`src/rtl/mdc_pkg.sv`:
```
// Shared definitions for the mdc requester and anything that talks to the
// mdc core: FSM state encoding, default widths and the response record.
package mdc_pkg;

  // Default operand/result width of the mdc core.
  localparam int MDC_WIDTH = 8;

  // Default width of the cycle counter and the completed-response counter.
  localparam int MDC_CNT_W = 16;

  // Requester FSM states.
  typedef enum logic [2:0] {
    ST_IDLE    = 3'd0,
    ST_ISSUE   = 3'd1,
    ST_START   = 3'd2,
    ST_BUSY    = 3'd3,
    ST_CAPTURE = 3'd4,
    ST_RESP    = 3'd5
  } state_t;

  // One response as seen on the response port (default widths).
  typedef struct packed {
    logic [MDC_WIDTH-1:0] dt;
    logic                 err;
    logic [MDC_CNT_W-1:0] cycles;
  } rsp_t;

endpackage

```
`src/rtl/mdc_req_timer.sv`:
```
// Saturating up-counter with synchronous clear and count enable.
// Clear loads 1 so the count reads "cycles elapsed including this one";
// o_tc is high once the count has reached the terminal value TC.
module mdc_req_timer
  import mdc_pkg::*;
#(
  parameter int W  = MDC_CNT_W,
  parameter int TC = 1
) (
  input  logic         i_clk,
  input  logic         i_rst,
  input  logic         i_clr,
  input  logic         i_en,
  output logic [W-1:0] o_cnt,
  output logic         o_tc
);

  localparam logic [W-1:0] C_ONE = W'(1);
  localparam logic [W-1:0] C_TC  = W'(TC);

  logic [W-1:0] r_cnt;

  // Count up while enabled, stick at all-ones instead of wrapping.
  always_ff @(posedge i_clk or posedge i_rst) begin
    if (i_rst) begin
      r_cnt <= '0;
    end else if (i_clr) begin
      r_cnt <= C_ONE;
    end else if (i_en && (r_cnt != '1)) begin
      r_cnt <= r_cnt + C_ONE;
    end
  end

  assign o_cnt = r_cnt;
  assign o_tc  = (r_cnt >= C_TC);

endmodule

```
`src/rtl/mdc_requester.sv`:
```
// Initiator for the mdc (GCD) core. Takes operand pairs over a request
// port, starts the core with a one-cycle enable, follows its busy flag and
// returns the result with a cycle count and an error flag over a response
// port. Zero operands are answered directly without touching the core.
//
// Handshakes (both ports): a transfer happens on a rising clock edge where
// valid and ready are both high. A source keeps valid and its payload
// stable until that edge; ready may change freely. Here req_ready_o is high
// only while idle, and rsp_valid_o with its payload is held until
// rsp_ready_i is seen.
module mdc_requester
  import mdc_pkg::*;
#(
  parameter int WIDTH      = MDC_WIDTH,
  parameter int START_WAIT = 4,
  parameter int TIMEOUT    = 1024,
  parameter int CNT_W      = MDC_CNT_W
) (
  input  logic             clk,
  input  logic             rst_i,
  // request port
  input  logic             req_valid_i,
  output logic             req_ready_o,
  input  logic [WIDTH-1:0] req_x_i,
  input  logic [WIDTH-1:0] req_y_i,
  // response port
  output logic             rsp_valid_o,
  input  logic             rsp_ready_i,
  output logic [WIDTH-1:0] rsp_dt_o,
  output logic             rsp_err_o,
  output logic [CNT_W-1:0] rsp_cycles_o,
  // mdc core interface
  output logic             mdc_enb_o,
  output logic [WIDTH-1:0] mdc_dtx_o,
  output logic [WIDTH-1:0] mdc_dty_o,
  input  logic             mdc_busy_i,
  input  logic [WIDTH-1:0] mdc_dt_i,
  // statistics
  output logic [CNT_W-1:0] done_cnt_o
);

  localparam logic [CNT_W-1:0] C_CNT_ONE = CNT_W'(1);

  state_t           r_state;
  logic             r_req_ready;
  logic             r_enb;
  logic [WIDTH-1:0] r_x;
  logic [WIDTH-1:0] r_y;
  logic             r_rsp_valid;
  logic [WIDTH-1:0] r_rsp_dt;
  logic             r_rsp_err;
  logic [CNT_W-1:0] r_rsp_cycles;
  logic [CNT_W-1:0] r_done_cnt;

  logic             w_accept;
  logic             w_x_zero;
  logic             w_y_zero;
  logic             w_cyc_clr;
  logic             w_cyc_en;
  logic [CNT_W-1:0] w_cyc_cnt;
  logic             w_cyc_tc;
  logic             w_sw_clr;
  logic             w_sw_en;
  logic [CNT_W-1:0] w_sw_cnt_unused;  // only the terminal compare matters here
  logic             w_sw_tc;

  assign w_accept = (r_state == ST_IDLE) && req_valid_i && r_req_ready;
  assign w_x_zero = (req_x_i == '0);
  assign w_y_zero = (req_y_i == '0);

  // Transaction cycle counter: starts at 1 on accept, runs while the core
  // path is in flight, and its terminal count is the busy timeout.
  assign w_cyc_clr = w_accept;
  assign w_cyc_en  = (r_state == ST_ISSUE) || (r_state == ST_START) ||
                     (r_state == ST_BUSY)  || (r_state == ST_CAPTURE);

  mdc_req_timer #(
    .W  (CNT_W),
    .TC (TIMEOUT)
  ) u_cyc_timer (
    .i_clk (clk),
    .i_rst (rst_i),
    .i_clr (w_cyc_clr),
    .i_en  (w_cyc_en),
    .o_cnt (w_cyc_cnt),
    .o_tc  (w_cyc_tc)
  );

  // Start-wait counter: armed during the enable pulse, counts START cycles.
  assign w_sw_clr = (r_state == ST_ISSUE);
  assign w_sw_en  = (r_state == ST_START);

  mdc_req_timer #(
    .W  (CNT_W),
    .TC (START_WAIT)
  ) u_start_timer (
    .i_clk (clk),
    .i_rst (rst_i),
    .i_clr (w_sw_clr),
    .i_en  (w_sw_en),
    .o_cnt (w_sw_cnt_unused),
    .o_tc  (w_sw_tc)
  );

  // Request/response sequencing with all outputs registered.
  always_ff @(posedge clk or posedge rst_i) begin
    if (rst_i) begin
      r_state      <= ST_IDLE;
      r_req_ready  <= 1'b1;
      r_enb        <= 1'b0;
      r_x          <= '0;
      r_y          <= '0;
      r_rsp_valid  <= 1'b0;
      r_rsp_dt     <= '0;
      r_rsp_err    <= 1'b0;
      r_rsp_cycles <= '0;
      r_done_cnt   <= '0;
    end else begin
      r_enb <= 1'b0;
      case (r_state)
        ST_IDLE: begin
          if (w_accept) begin
            r_req_ready <= 1'b0;
            r_x         <= req_x_i;
            r_y         <= req_y_i;
            if (w_x_zero || w_y_zero) begin
              // gcd(0,v)=v: with one operand zero the OR is the other one.
              r_rsp_dt     <= req_x_i | req_y_i;
              r_rsp_err    <= w_x_zero && w_y_zero;
              r_rsp_cycles <= C_CNT_ONE;
              r_rsp_valid  <= 1'b1;
              r_state      <= ST_RESP;
            end else begin
              r_enb   <= 1'b1;
              r_state <= ST_ISSUE;
            end
          end
        end
        ST_ISSUE: begin
          r_state <= ST_START;
        end
        ST_START: begin
          if (mdc_busy_i) begin
            r_state <= ST_BUSY;
          end else if (w_sw_tc) begin
            // Core never raised busy: it finished within the start window.
            r_state <= ST_CAPTURE;
          end
        end
        ST_BUSY: begin
          if (!mdc_busy_i) begin
            r_state <= ST_CAPTURE;
          end else if (w_cyc_tc) begin
            r_rsp_dt     <= '0;
            r_rsp_err    <= 1'b1;
            r_rsp_cycles <= w_cyc_cnt;
            r_rsp_valid  <= 1'b1;
            r_state      <= ST_RESP;
          end
        end
        ST_CAPTURE: begin
          r_rsp_dt     <= mdc_dt_i;
          r_rsp_err    <= 1'b0;
          r_rsp_cycles <= w_cyc_cnt;
          r_rsp_valid  <= 1'b1;
          r_state      <= ST_RESP;
        end
        ST_RESP: begin
          if (rsp_ready_i) begin
            // New requests open only in the cycle after this handshake.
            r_rsp_valid <= 1'b0;
            r_done_cnt  <= r_done_cnt + C_CNT_ONE;
            r_req_ready <= 1'b1;
            r_state     <= ST_IDLE;
          end
        end
        default: begin
          r_state     <= ST_IDLE;
          r_req_ready <= 1'b1;
          r_rsp_valid <= 1'b0;
        end
      endcase
    end
  end

  assign req_ready_o  = r_req_ready;
  assign rsp_valid_o  = r_rsp_valid;
  assign rsp_dt_o     = r_rsp_dt;
  assign rsp_err_o    = r_rsp_err;
  assign rsp_cycles_o = r_rsp_cycles;
  assign mdc_enb_o    = r_enb;
  assign mdc_dtx_o    = r_x;
  assign mdc_dty_o    = r_y;
  assign done_cnt_o   = r_done_cnt;

endmodule

```
`config.mk`:
```
export PLATFORM = sky130hd
export DESIGN_NAME = mdc_requester
export DESIGN_NICKNAME = d
export VERILOG_FILES = /design/src/rtl/mdc_pkg.sv /design/src/rtl/mdc_req_timer.sv /design/src/rtl/mdc_requester.sv
export SDC_FILE = /design/constraint.sdc
export NUM_CORES = 1
export LEC_CHECK = 0
export BUFFER_PORTS_ARGS = -buffer_cell sky130_fd_sc_hd__buf_4
export CAP_MARGIN = 25
export CORE_MARGIN = 2
export CORE_UTILIZATION = 50
export CTS_CLUSTER_SIZE = 24
export DETAILED_ROUTE_END_ITERATION = 8
export PLACE_DENSITY = 0.78
export SKIP_LAST_GASP = 1
export SYNTH_ARGS = -nofsm -noshare
export SYNTH_HDL_FRONTEND = slang
export SYNTH_SLANG_ARGS = --single-unit
```
`constraint.sdc`:
```
create_clock -name clk -period 7.1 [get_ports clk]
set_clock_uncertainty 0.05 [all_clocks]
set_input_delay 0 -clock clk [delete_from_list [all_inputs] [get_ports clk]]
set_output_delay 0 -clock clk [all_outputs]
set_load 0.02 [all_outputs]
```
Yosys cells after proc, flatten, opt, wreduce, memory -nomap -nowiden
Index checks and enable logic that the tools add are counted.
{"block": "classes", "n_bitwise": 3, "mux": 37, "n_eq_ne": 14, "addsub": 3, "n_reduce_logical": 23, "n_lt_le_gt_ge": 2}
{"cell": "16-bit two-way mux", "n": 8}
{"cell": "16-bit by 1-bit adder with 16-bit output (second input constant)", "n": 3}
{"cell": "16-bit case mux with 3 select lines", "n": 1}
{"cell": "8-bit two-way mux", "n": 4}
{"cell": "16-bit inequality test (second input constant)", "n": 2}
{"cell": "8-bit case mux with 3 select lines", "n": 1}
{"cell": "3-bit two-way mux", "n": 7}
{"cell": "3-bit case mux with 6 select lines", "n": 1}
{"cell": "16-bit by 11-bit greater-or-equal comparator with 1-bit output (second input constant)", "n": 1}
{"cell": "16-bit by 3-bit greater-or-equal comparator with 1-bit output (second input constant)", "n": 1}
{"cell": "8-bit logical NOT", "n": 2}
{"cell": "1-bit two-way mux", "n": 12}
{"cell": "8-bit bitwise OR", "n": 1}
{"cell": "3-bit by 2-bit == test with 1-bit output (second input constant)", "n": 2}
{"cell": "3-bit == test (second input constant)", "n": 2}
{"cell": "2-bit by 1-bit inequality test with 1-bit output (second input constant)", "n": 3}
{"cell": "1-bit case mux with 3 select lines", "n": 2}
{"cell": "6-bit AND reduction", "n": 1}
{"cell": "1-bit logical AND", "n": 5}
{"cell": "1-bit case mux with 5 select lines", "n": 1}
{"cell": "5-bit AND reduction", "n": 1}
{"cell": "1-bit logical OR", "n": 4}
{"cell": "2-bit inequality test (second input constant)", "n": 2}
{"cell": "2-bit AND reduction", "n": 2}
{"cell": "11 further kinds", "n": 13}
{"block": "totals", "elab_cells": 94, "output_inout_bits": 60, "in_bits": 29, "regBits": 95}

Logic depth before layout (Yosys ltp)
Gate-level depths: netlist (run 1).
{"block": "logic_depth", "depth_word": 7, "mapped_depth": 8, "mapped_depth_nobuf": 6}

Cells and area by module
A second synthesis (run 1) with hierarchy kept.
{"block": "unflattened", "hier_cells": 460, "area_unflattened_um2": 4769.6}
{"module": "mdc_requester", "area_each_um2": 2808.9, "cells_each": 243, "seq_area_each_um2": 1577.8, "n_inst": 1}
{"module": "mdc_req_timer (u_cyc_timer)", "area_each_um2": 1022.2, "cells_each": 117, "seq_area_each_um2": 400.4, "n_inst": 1}
{"module": "mdc_req_timer (u_start_timer)", "area_each_um2": 938.4, "cells_each": 100, "seq_area_each_um2": 400.4, "n_inst": 1}

Worst setup path after synthesis (run 1)
No wires, ideal clock.
{"block": "synth_timing", "path_kind": "flip-flop to flip-flop", "from": "register u_start_timer.r_cnt[9] (netlist: u_start_timer.o_cnt[9])", "to": "register r_state[0]", "arrival_ps": 1603, "period_less_slack_ps": 1781, "setup_time_ps": 128, "stages_incl_launch_ff": 6, "setup_slack_ps": 5319, "path_cell_list": "dfrtp_1 > or4_1 > nor4_1 > nand4_1 > nand2_1 > mux2_1"}
{"block": "synth_via", "elab_chain_cells": 3}
{"element": "from (decl)", "line_no": "mdc_req_timer.sv:21", "text": "logic [W-1:0] r_cnt;"}
{"element": "from (signal assigned)", "line_no": "mdc_req_timer.sv:30", "text": "r_cnt <= r_cnt + C_ONE;"}
{"element": "16-bit by 3-bit greater-or-equal comparator with 1-bit output", "line_no": "mdc_req_timer.sv:35", "text": "assign o_tc = (r_cnt >= C_TC);"}
{"element": "3-bit inequality test (no line)"}
{"element": "4-bit AND reduction (no line)"}
{"element": "to (signal assigned)", "line_no": "mdc_requester.sv:108", "text": "r_state <= ST_IDLE;"}
{"element": "to (signal assigned)", "line_no": "mdc_requester.sv:132", "text": "r_state <= ST_RESP;"}
{"element": "to (signal assigned)", "line_no": "mdc_requester.sv:135", "text": "r_state <= ST_ISSUE;"}
{"element": "to (decl)", "line_no": "mdc_requester.sv:44", "text": "state_t r_state;"}
No other way between the ends.
A chain may end at the register's enable or synchronous reset.

Final worst setup path (run 1)
{"block": "layout_timing", "from": "register r_state[1]", "to": "register r_y[4] (netlist: mdc_dty_o[4])"}
{"block": "layout_via", "elab_chain_cells": 4}
{"element": "3-bit logical NOT *", "line_no": "mdc_requester.sv:67, mdc_requester.sv:120"}
{"element": "1-bit logical AND (2 in series)", "line_no": "mdc_requester.sv:67", "text": "assign w_accept = (r_state == ST_IDLE) && req_valid_i && r_req_ready;"}
{"element": "2-bit AND reduction (no line) *"}
{"element": "to (signal assigned)", "line_no": "mdc_requester.sv:125", "text": "r_y <= req_y_i;"}
{"element": "to (decl)", "line_no": "mdc_requester.sv:48", "text": "logic [WIDTH-1:0] r_y;"}
Every way passes the cells marked *; elsewhere a longest branch is shown, timed or not.

==> results of run 1 <==
## worst max-delay path: cells and delay by family (launching register included)
kind	cells	cell delay, ns
AND/OR/NAND/NOR	4	1.51
flip-flops	1	0.60
## cells in the final DEF, fill, tap and decap left out, types with 2 or more instances in the layout
cell type and instances:
a21o_1 2, or3_1 3, inv_1 10, mux2_2 2
o21ai_1 11, o21ai_0 7, and4_1 4, nor3_2 2
nor2_1 48, nor4_1 10, nand2_1 89, nand3_1 13
nand4_1 14, xor2_1 13, dfrtp_1 94, xnor2_1 21
and2_1 5, clkinvlp_4 2, o211ai_1 3, clkbuf_8 11
ha_1 5, nand3_4 2, nor4_4 2, nor3_1 20
nand2b_1 2, buf_4 90, mux2i_1 4, and3_1 7
dlygate4sd3_1 27, a21oi_1 15, a22o_1 15
## worst min-delay path by stage
stage	startpoint	to	cells past startpoint
global placement	rst_i	done_cnt_o[4]$_DFFE_PP0P_	2
finish	mdc_busy_i	r_state[1]$_DFFE_PP0P_	4
floorplan	req_x_i[0]	mdc_dtx_o[0]$_DFFE_PP0P_	2
CTS	mdc_busy_i	r_state[1]$_DFFE_PP0P_	4
detailed placement	rst_i	done_cnt_o[6]$_DFFE_PP0P_	2
global route	mdc_busy_i	r_state[2]$_DFFE_PP0P_	4
## cells by family after synthesis
group	Yosys count
xor gates and xnor gates	34
adders and majority gates	5
buffers and inverters	35
and+or+nand+nor	236
muxes	7
AOI/OAI and AO/OA	67
DFF	95
## flip-flops by register name, indices dropped and copies added, names as in the netlist, 3 cells and up
signal               cells
mdc_dty_o                8
mdc_dtx_o                8
done_cnt_o              16
u_cyc_timer.o_cnt       16
u_start_timer.o_cnt     16
rsp_cycles_o            16
r_state                  3
rsp_dt_o                 8
## cell type report
cell class,instances,area [um2]
Fill cell,707,3297
Timing Repair Buffer,118,957.2
Sequential cell,95,2379
Clock buffer,12,155.1
Multi-Input combinational cell,349,2130
Inverter,11,42.54
Clock inverter,4,53.80
Tap cell,111,138.9
## cell usage after synthesis (2+ instances only)
cell | number | share of area
and2_1 | 5 | 0.0067
buf_6 | 2 | 0.0048
nand3_1 | 13 | 0.014
a21oi_1 | 15 | 0.016
a21o_1 | 2 | 0.0032
clkbuf_1 | 5 | 0.0040
nand2b_1 | 2 | 0.0027
xnor2_1 | 21 | 0.039
o211ai_1 | 3 | 0.0048
ha_1 | 5 | 0.013
nor3_1 | 21 | 0.022
nor4_1 | 10 | 0.013
o21ai_0 | 7 | 0.0075
buf_4 | 4 | 0.0064
nor4_4 | 2 | 0.0091
a22o_1 | 15 | 0.028
dfrtp_1 | 94 | 0.50
mux2i_1 | 4 | 0.0086
o21ai_1 | 11 | 0.012
and3_1 | 7 | 0.0094
and4_1 | 4 | 0.0075
mux2_2 | 2 | 0.0048
nand2_1 | 89 | 0.071
or3_1 | 3 | 0.0040
nor2_1 | 48 | 0.038
inv_1 | 11 | 0.0088
nand3_4 | 2 | 0.0075
xor2_1 | 13 | 0.024
nand4_1 | 14 | 0.019
buf_2 | 13 | 0.014
## metal layers
layer  vias to the layer above  wire (um)  global-route usage  part of all wire
met4                         0        222             0.09800             0.020
met2                       133       5381              0.3764              0.49
li1                       1870          -                   -                 -
met3                        20        670             0.05132             0.061
met5                         -          0                   0                 0
met1                      1846       4726              0.3058              0.43
## power groups by stage
stage,sequential [mW],combinational (mW),clock (mW)
after floorplan,0.964,0.500,0
after global placement,0.893,0.829,0
after detailed placement,0.900,0.860,0
after CTS,0.893,0.874,0.379
after global routing,0.926,0.967,0.402
final,0.896,0.876,0.370
## what timing repair did
action / 4_1_cts / 5_1_grt
setup buffers: 0 / 0
hold buffers: 27 / 0
hold endpoints to repair: 72 / 0
==> impl_metrics.yaml, run 1 <==
outcome:
  status: "completed"
synthesis:
  synth-main-ff-cell: "dfrtp_1"
  ys_ff_latch: 95
  syn_nets: 513
  ys_types: 62
  ys_warn_count: 0
  synth_xor_area_frac: 0.06362
  synth_top_family_by_area: "simple AND/OR/NAND/NOR gates"
  synthArstFlopShare: 1.000
  yosys.area_share.simple: 0.2646
  avgSynthCellArea_um2: 9.772
  syn_area_mm2: 0.004681
  ys_seq_area_frac: 0.5082
  synth_edf_count: 0
  synthCells: 479
  synth-adder-area-share: 0.01337
  muxShareOfSynthArea: 0.01577
  synth-compound-area-share: 0.09650
power:
  power_density_mw_per_mm2: 365.7
  power_frac_comb: 0.409
  seqPwrFrac: 0.418
  p_leak_nw: 2.802
  switching_share: 0.4088
  p_sw_mw: 0.8754
  p_int_mw: 1.266
  p_clk_frac: 0.173
  max-vdd-ir-drop_mv: 0.2180
  power.total_mw: 2.142
final_layout:
  final_cells: 700
  fin_nets: 618
  drive_gt1_frac: 0.2173
  stdcell_area_mm2: 0.005856
  syn_to_final_growth_pct: 25.10
  post-route-util: 0.6398
  antennaDiodeCount: 0
place:
  gp_congestion: 0.8182
  port_buffers: 88
  dp.cells: 657
  postPlaceCellArea_mm2: 0.005376
  pre_cts_ws_ns: 4.891
  place_hpwl_um: 7389
grt:
  grt-ovfl-total: 0
  antenna_found_initial: 0
  grt_pass1_wl_um: 18610
  grt_max_degree: 50
  grt_pass1_vias: 3798
  gr-usage-all-layers: 0.2336
clocking:
  clockRootBuffer: "clkbuf_8"
  htree_num_levels: 3
  clockBufferDepth: 2
  cts_tree: "built"
  post_cts_resized: 0
  clk_pin_slew_ns: 0.08
  cts_buffers: 9
  clock_sinks: 95
  clock_latency_ns: 0.36
die:
  ioPinCount: 89
  dieArea_mm2: 0.01015
  start_util: 0.5114
  dieHeight_um: 100.8
  die_width_um: 100.8
  coreArea_mm2: 0.009153
  rows: 35
timing:
  setup_tns_ns: 0
  holdWs_ns: 0.07568
  layout_setup_ws_ns: 4.815
  min_period_over_period: 0.3219
  fin_crit_ns: 2.285
  fmax_ghz: 0.4376
  slew_headroom: 0.3685
  setup_violations: 0
  final_hold_viol_count: 0
  slew_viol_final: 0
  rsz0062_at_grt: "false"
  tightest_slew_ns: 0.9421
setup_path:
  reg2reg_depth: 4
  reg2reg_to: "mdc_dty_o[4]$_DFFE_PP0P_"
  critPathLaunchType: "flip-flop"
  crit_chain: "nor3_1, nand3_1, nand2_1, nand2_1"
  worst_ep_required_time_ns: 7.29
  worst_path_max_delay_cell: "nand3_1"
  cpMostUsedCell: "nand2_1"
  crit_end: "mdc_dty_o[4]$_DFFE_PP0P_"
  end_kind: "flip-flop"
  ff2ff_setup_slack_ns: 4.81
  crit_fanout: 22
  slowest_delay_ns: 0.70
  critPathLaunch: "r_state[1]$_DFFE_PP0P_"
  critPathKind: "flip-flop to flip-flop"
  worstReg2RegStart: "r_state[1]$_DFFE_PP0P_"
  arrival_ns: 2.47
routing:
  drtIter0Drc: 292
  via_count: 3869
  antenna_left: 0
  drcViolationCount: 0
  dr.pass1.iters: 6
  wl_um: 11000
  vias_per_cell: 5.527
  wl_per_cell_um: 15.71
worst_hold_path:
  min_path_type: "input port to flip-flop"
run:
  maxCapViolCount: 0
Note: power is estimated with default switching activity, not from simulation.
==> run 2, diff against run 1 <==
--- a/config.mk
+++ b/config.mk
@@ -5,13 +5,14 @@
 export SDC_FILE = /design/constraint.sdc
 export NUM_CORES = 1
 export LEC_CHECK = 0
+export ABC_AREA = 1
 export BUFFER_PORTS_ARGS = -buffer_cell sky130_fd_sc_hd__buf_4
 export CAP_MARGIN = 25
 export CORE_MARGIN = 2
 export CORE_UTILIZATION = 50
 export CTS_CLUSTER_SIZE = 24
 export DETAILED_ROUTE_END_ITERATION = 8
-export PLACE_DENSITY = 0.78
+export PLACE_DENSITY = 0.77
 export SKIP_LAST_GASP = 1
 export SYNTH_ARGS = -nofsm -noshare
 export SYNTH_HDL_FRONTEND = slang
==> constraint.sdc (replaced) <==
create_clock -name clk -period 2.37 [get_ports clk]
set_clock_uncertainty 0.05 [all_clocks]
set_input_delay 0 -clock clk [delete_from_list [all_inputs] [get_ports clk]]
set_output_delay 0 -clock clk [all_outputs]
set_load 0.02 [all_outputs]
==> impl_metrics.yaml, run 2 <==
outcome:
  status: "completed"
routing:
  antenna_left: 0
  dr.pass1.iters: 5
  wl_per_cell_um: 13.99
  drcViolationCount: 0
  via_count: 5207
  vias_per_cell: 5.368
  drtIter0Drc: 393
  wl_um: 13570
synthesis:
  syn_area_mm2: 0.005264
  synthArstFlopShare: 1.000
  ys_warn_count: 0
  avgSynthCellArea_um2: 7.372
  ys_seq_area_frac: 0.4519
  ys_ff_latch: 95
  yosys.cell_count.top_type: "nand2_1"
  synth_top_area_cell: "dfrtp_1"
  netlist.area_leader.share: 0.4469
  synth.area.top_cells: "dfrtp_1, nand2_1, nor2_1, nand4_1, nand3_1"
  synth_common_cells: "nand2_1, dfrtp_1, nor2_1"
  ys_types: 31
  synthCells: 714
  synth_edf_count: 0
  synth-main-ff-cell: "dfrtp_1"
  syn_nets: 748
final_layout:
  fin_nets: 863
  drive_gt1_frac: 0.1595
  syn_to_final_growth_pct: 23.60
  mostFrequentLayoutCells: "nand2_1, buf_4, dfrtp_1"
  final_cells: 970
  stdcell_area_mm2: 0.006506
  antennaDiodeCount: 0
  final_common_cell: "nand2_1"
  post-route-util: 0.6331
die:
  start_util: 0.5122
  ioPinCount: 89
  dieHeight_um: 106.6
  rows: 37
  dieArea_mm2: 0.01136
  die_width_um: 106.6
  coreArea_mm2: 0.01028
setup_path:
  crit_fanout: 26
  reg2reg_depth: 8
  slowest_delay_ns: 0.51
  worst_path_max_delay_cell: "dfrtp_1"
  crit_cells: 8
  ff2ff_setup_slack_ns: 0.29
  end_kind: "flip-flop"
  cpMostUsedCell: "nand2_1"
  worst_ep_required_time_ns: 2.57
  path_buf_inv: 0
  reg2reg_to: "rsp_cycles_o[15]$_DFFE_PP0P_"
  worstReg2RegStart: "r_state[0]$_DFFE_PP0P_"
  critPathKind: "flip-flop to flip-flop"
  critPathLaunchType: "flip-flop"
  arrival_ns: 2.28
  crit_chain: "nor2_4, nand2_1, nand2_1, nor2_4, nor2_8, nand3_4, nand2_1, nand2_1"
  crit_family: "simple AND/OR/NAND/NOR gates"
power:
  power_frac_comb: 0.473
  switching_share: 0.4537
  p_int_mw: 3.550
  power_density_mw_per_mm2: 998.7
  p_clk_frac: 0.168
  seqPwrFrac: 0.358
  p_sw_mw: 2.948
  max-vdd-ir-drop_mv: 0.5557
  p_leak_nw: 3.282
  power.total_mw: 6.498
timing:
  layout_setup_ws_ns: 0.2873
  min_period_over_period: 0.8788
  fin_crit_ns: 2.083
  setup_violations: 0
  setup_tns_ns: 0
  slew_headroom: 0.4656
  fmax_ghz: 0.4801
  holdWs_ns: 0.01632
  rsz0062_at_grt: "false"
  final_hold_viol_count: 0
  tightest_slew_ns: 0.7933
  slew_viol_final: 0
worst_hold_path:
  min_path_type: "input port to flip-flop"
  holdPathEnd: "rsp_dt_o[6]$_DFFE_PP0P_"
  whs_path_depth: 5
  min_from: "mdc_dt_i[6]"
grt:
  grt_pass1_wl_um: 23440
  antenna_found_initial: 0
  grt_max_degree: 62
  gr-usage-all-layers: 0.2552
  grt-ovfl-total: 0
  grt_pass1_vias: 4962
clocking:
  clockRootBuffer: "clkbuf_8"
  htree_num_levels: 3
  clockBufferDepth: 2
  cts_buffers: 9
  cts_tree: "built"
  post_cts.repair.setup_buffers: 0
  clock_latency_ns: 0.36
  clock_sinks: 95
  clk_pin_slew_ns: 0.09
place:
  place_hpwl_um: 9699
  postPlaceCellArea_mm2: 0.006061
  dp.cells: 929
  port_buffers: 88
  pre_cts_ws_ns: 0.2538
  gp_congestion: 0.9233
run:
  maxCapViolCount: 0
-- run 2: repair_timing --
action | 4_1_cts | 5_1_grt
hold buffers | 25 | 0
setup endpoints to repair | 0 | 4
resized for setup | 0 | 1
hold endpoints to repair | 52 | 0
-- run 2: per-layer routing --
layer	share of wire	routed length [um]	track usage	vias up
met5	0	0	0	-
met4	0.013	178	0.06679	0
met3	0.066	894	0.05836	16
met2	0.48	6544	0.4122	176
met1	0.44	5951	0.3488	2477
li1	-	-	-	2538
-- run 2: area by class of cell --
cell class	count	area (um2)
Fill cell	917	3771
Multi-Input combinational cell	543	2545
Sequential cell	95	2379
Timing Repair Buffer	124	1006
Inverter	56	214.0
Tap cell	136	170.2
Clock buffer	13	148.9
Clock inverter	3	43.79
-- run 2: worst max-delay path by stage --
| stage | from | endpoint | slack, ns |
|---|---|---|---|
| after global placement | u_start_timer.o_cnt[0]$_DFFE_PP0P_ | u_start_timer.o_cnt[11]$_DFFE_PP0P_ | 0.34 |
| after CTS | u_start_timer.o_cnt[0]$_DFFE_PP0P_ | u_start_timer.o_cnt[10]$_DFFE_PP0P_ | 0.24 |
| after global routing | r_state[0]$_DFFE_PP0P_ | rsp_cycles_o[6]$_DFFE_PP0P_ | 0.07 |
| final | r_state[0]$_DFFE_PP0P_ | rsp_cycles_o[15]$_DFFE_PP0P_ | 0.29 |
| after detailed placement | u_start_timer.o_cnt[0]$_DFFE_PP0P_ | u_start_timer.o_cnt[10]$_DFFE_PP0P_ | 0.25 |
| after floorplan | u_cyc_timer.o_cnt[0]$_DFFE_PP0P_ | u_cyc_timer.o_cnt[9]$_DFFE_PP0P_ | 0.74 |
-- run 2: kinds of logic (layout without fill, tap and decap cells) --
logic type / after synthesis / in the layout / synth area share
adders and majority gates: 5 / 5 / 0.01188
buffers and inverters: 76 / 196 / 0.06513
AOI/OAI and AO/OA: 56 / 56 / 0.05728
DFF: 95 / 95 / 0.4519
xor gates and xnor gates: 16 / 16 / 0.02662
and+or+nand+nor: 466 / 466 / 0.3872
-- run 2: worst reg2reg max path, cell delays in order (launching register included) --
cell	delay, ns
dfrtp_1	0.51
nor2_4	0.17
nand2_1	0.11
nand2_1	0.33
nor2_4	0.08
nor2_8	0.19
nand3_4	0.30
nand2_1	0.16
nand2_1	0.06
-- run 2: power by group through the flow --
stage / Combinational, mW / Sequential, mW / Clock [mW]
2_1_floorplan: 1.86 / 2.61 / 0
3_3_place_gp: 2.94 / 2.33 / 0
3_5_place_dp: 3.03 / 2.34 / 0
4_1_cts: 3.07 / 2.32 / 1.11
5_1_grt: 3.40 / 2.38 / 1.19
6_report: 3.08 / 2.33 / 1.09
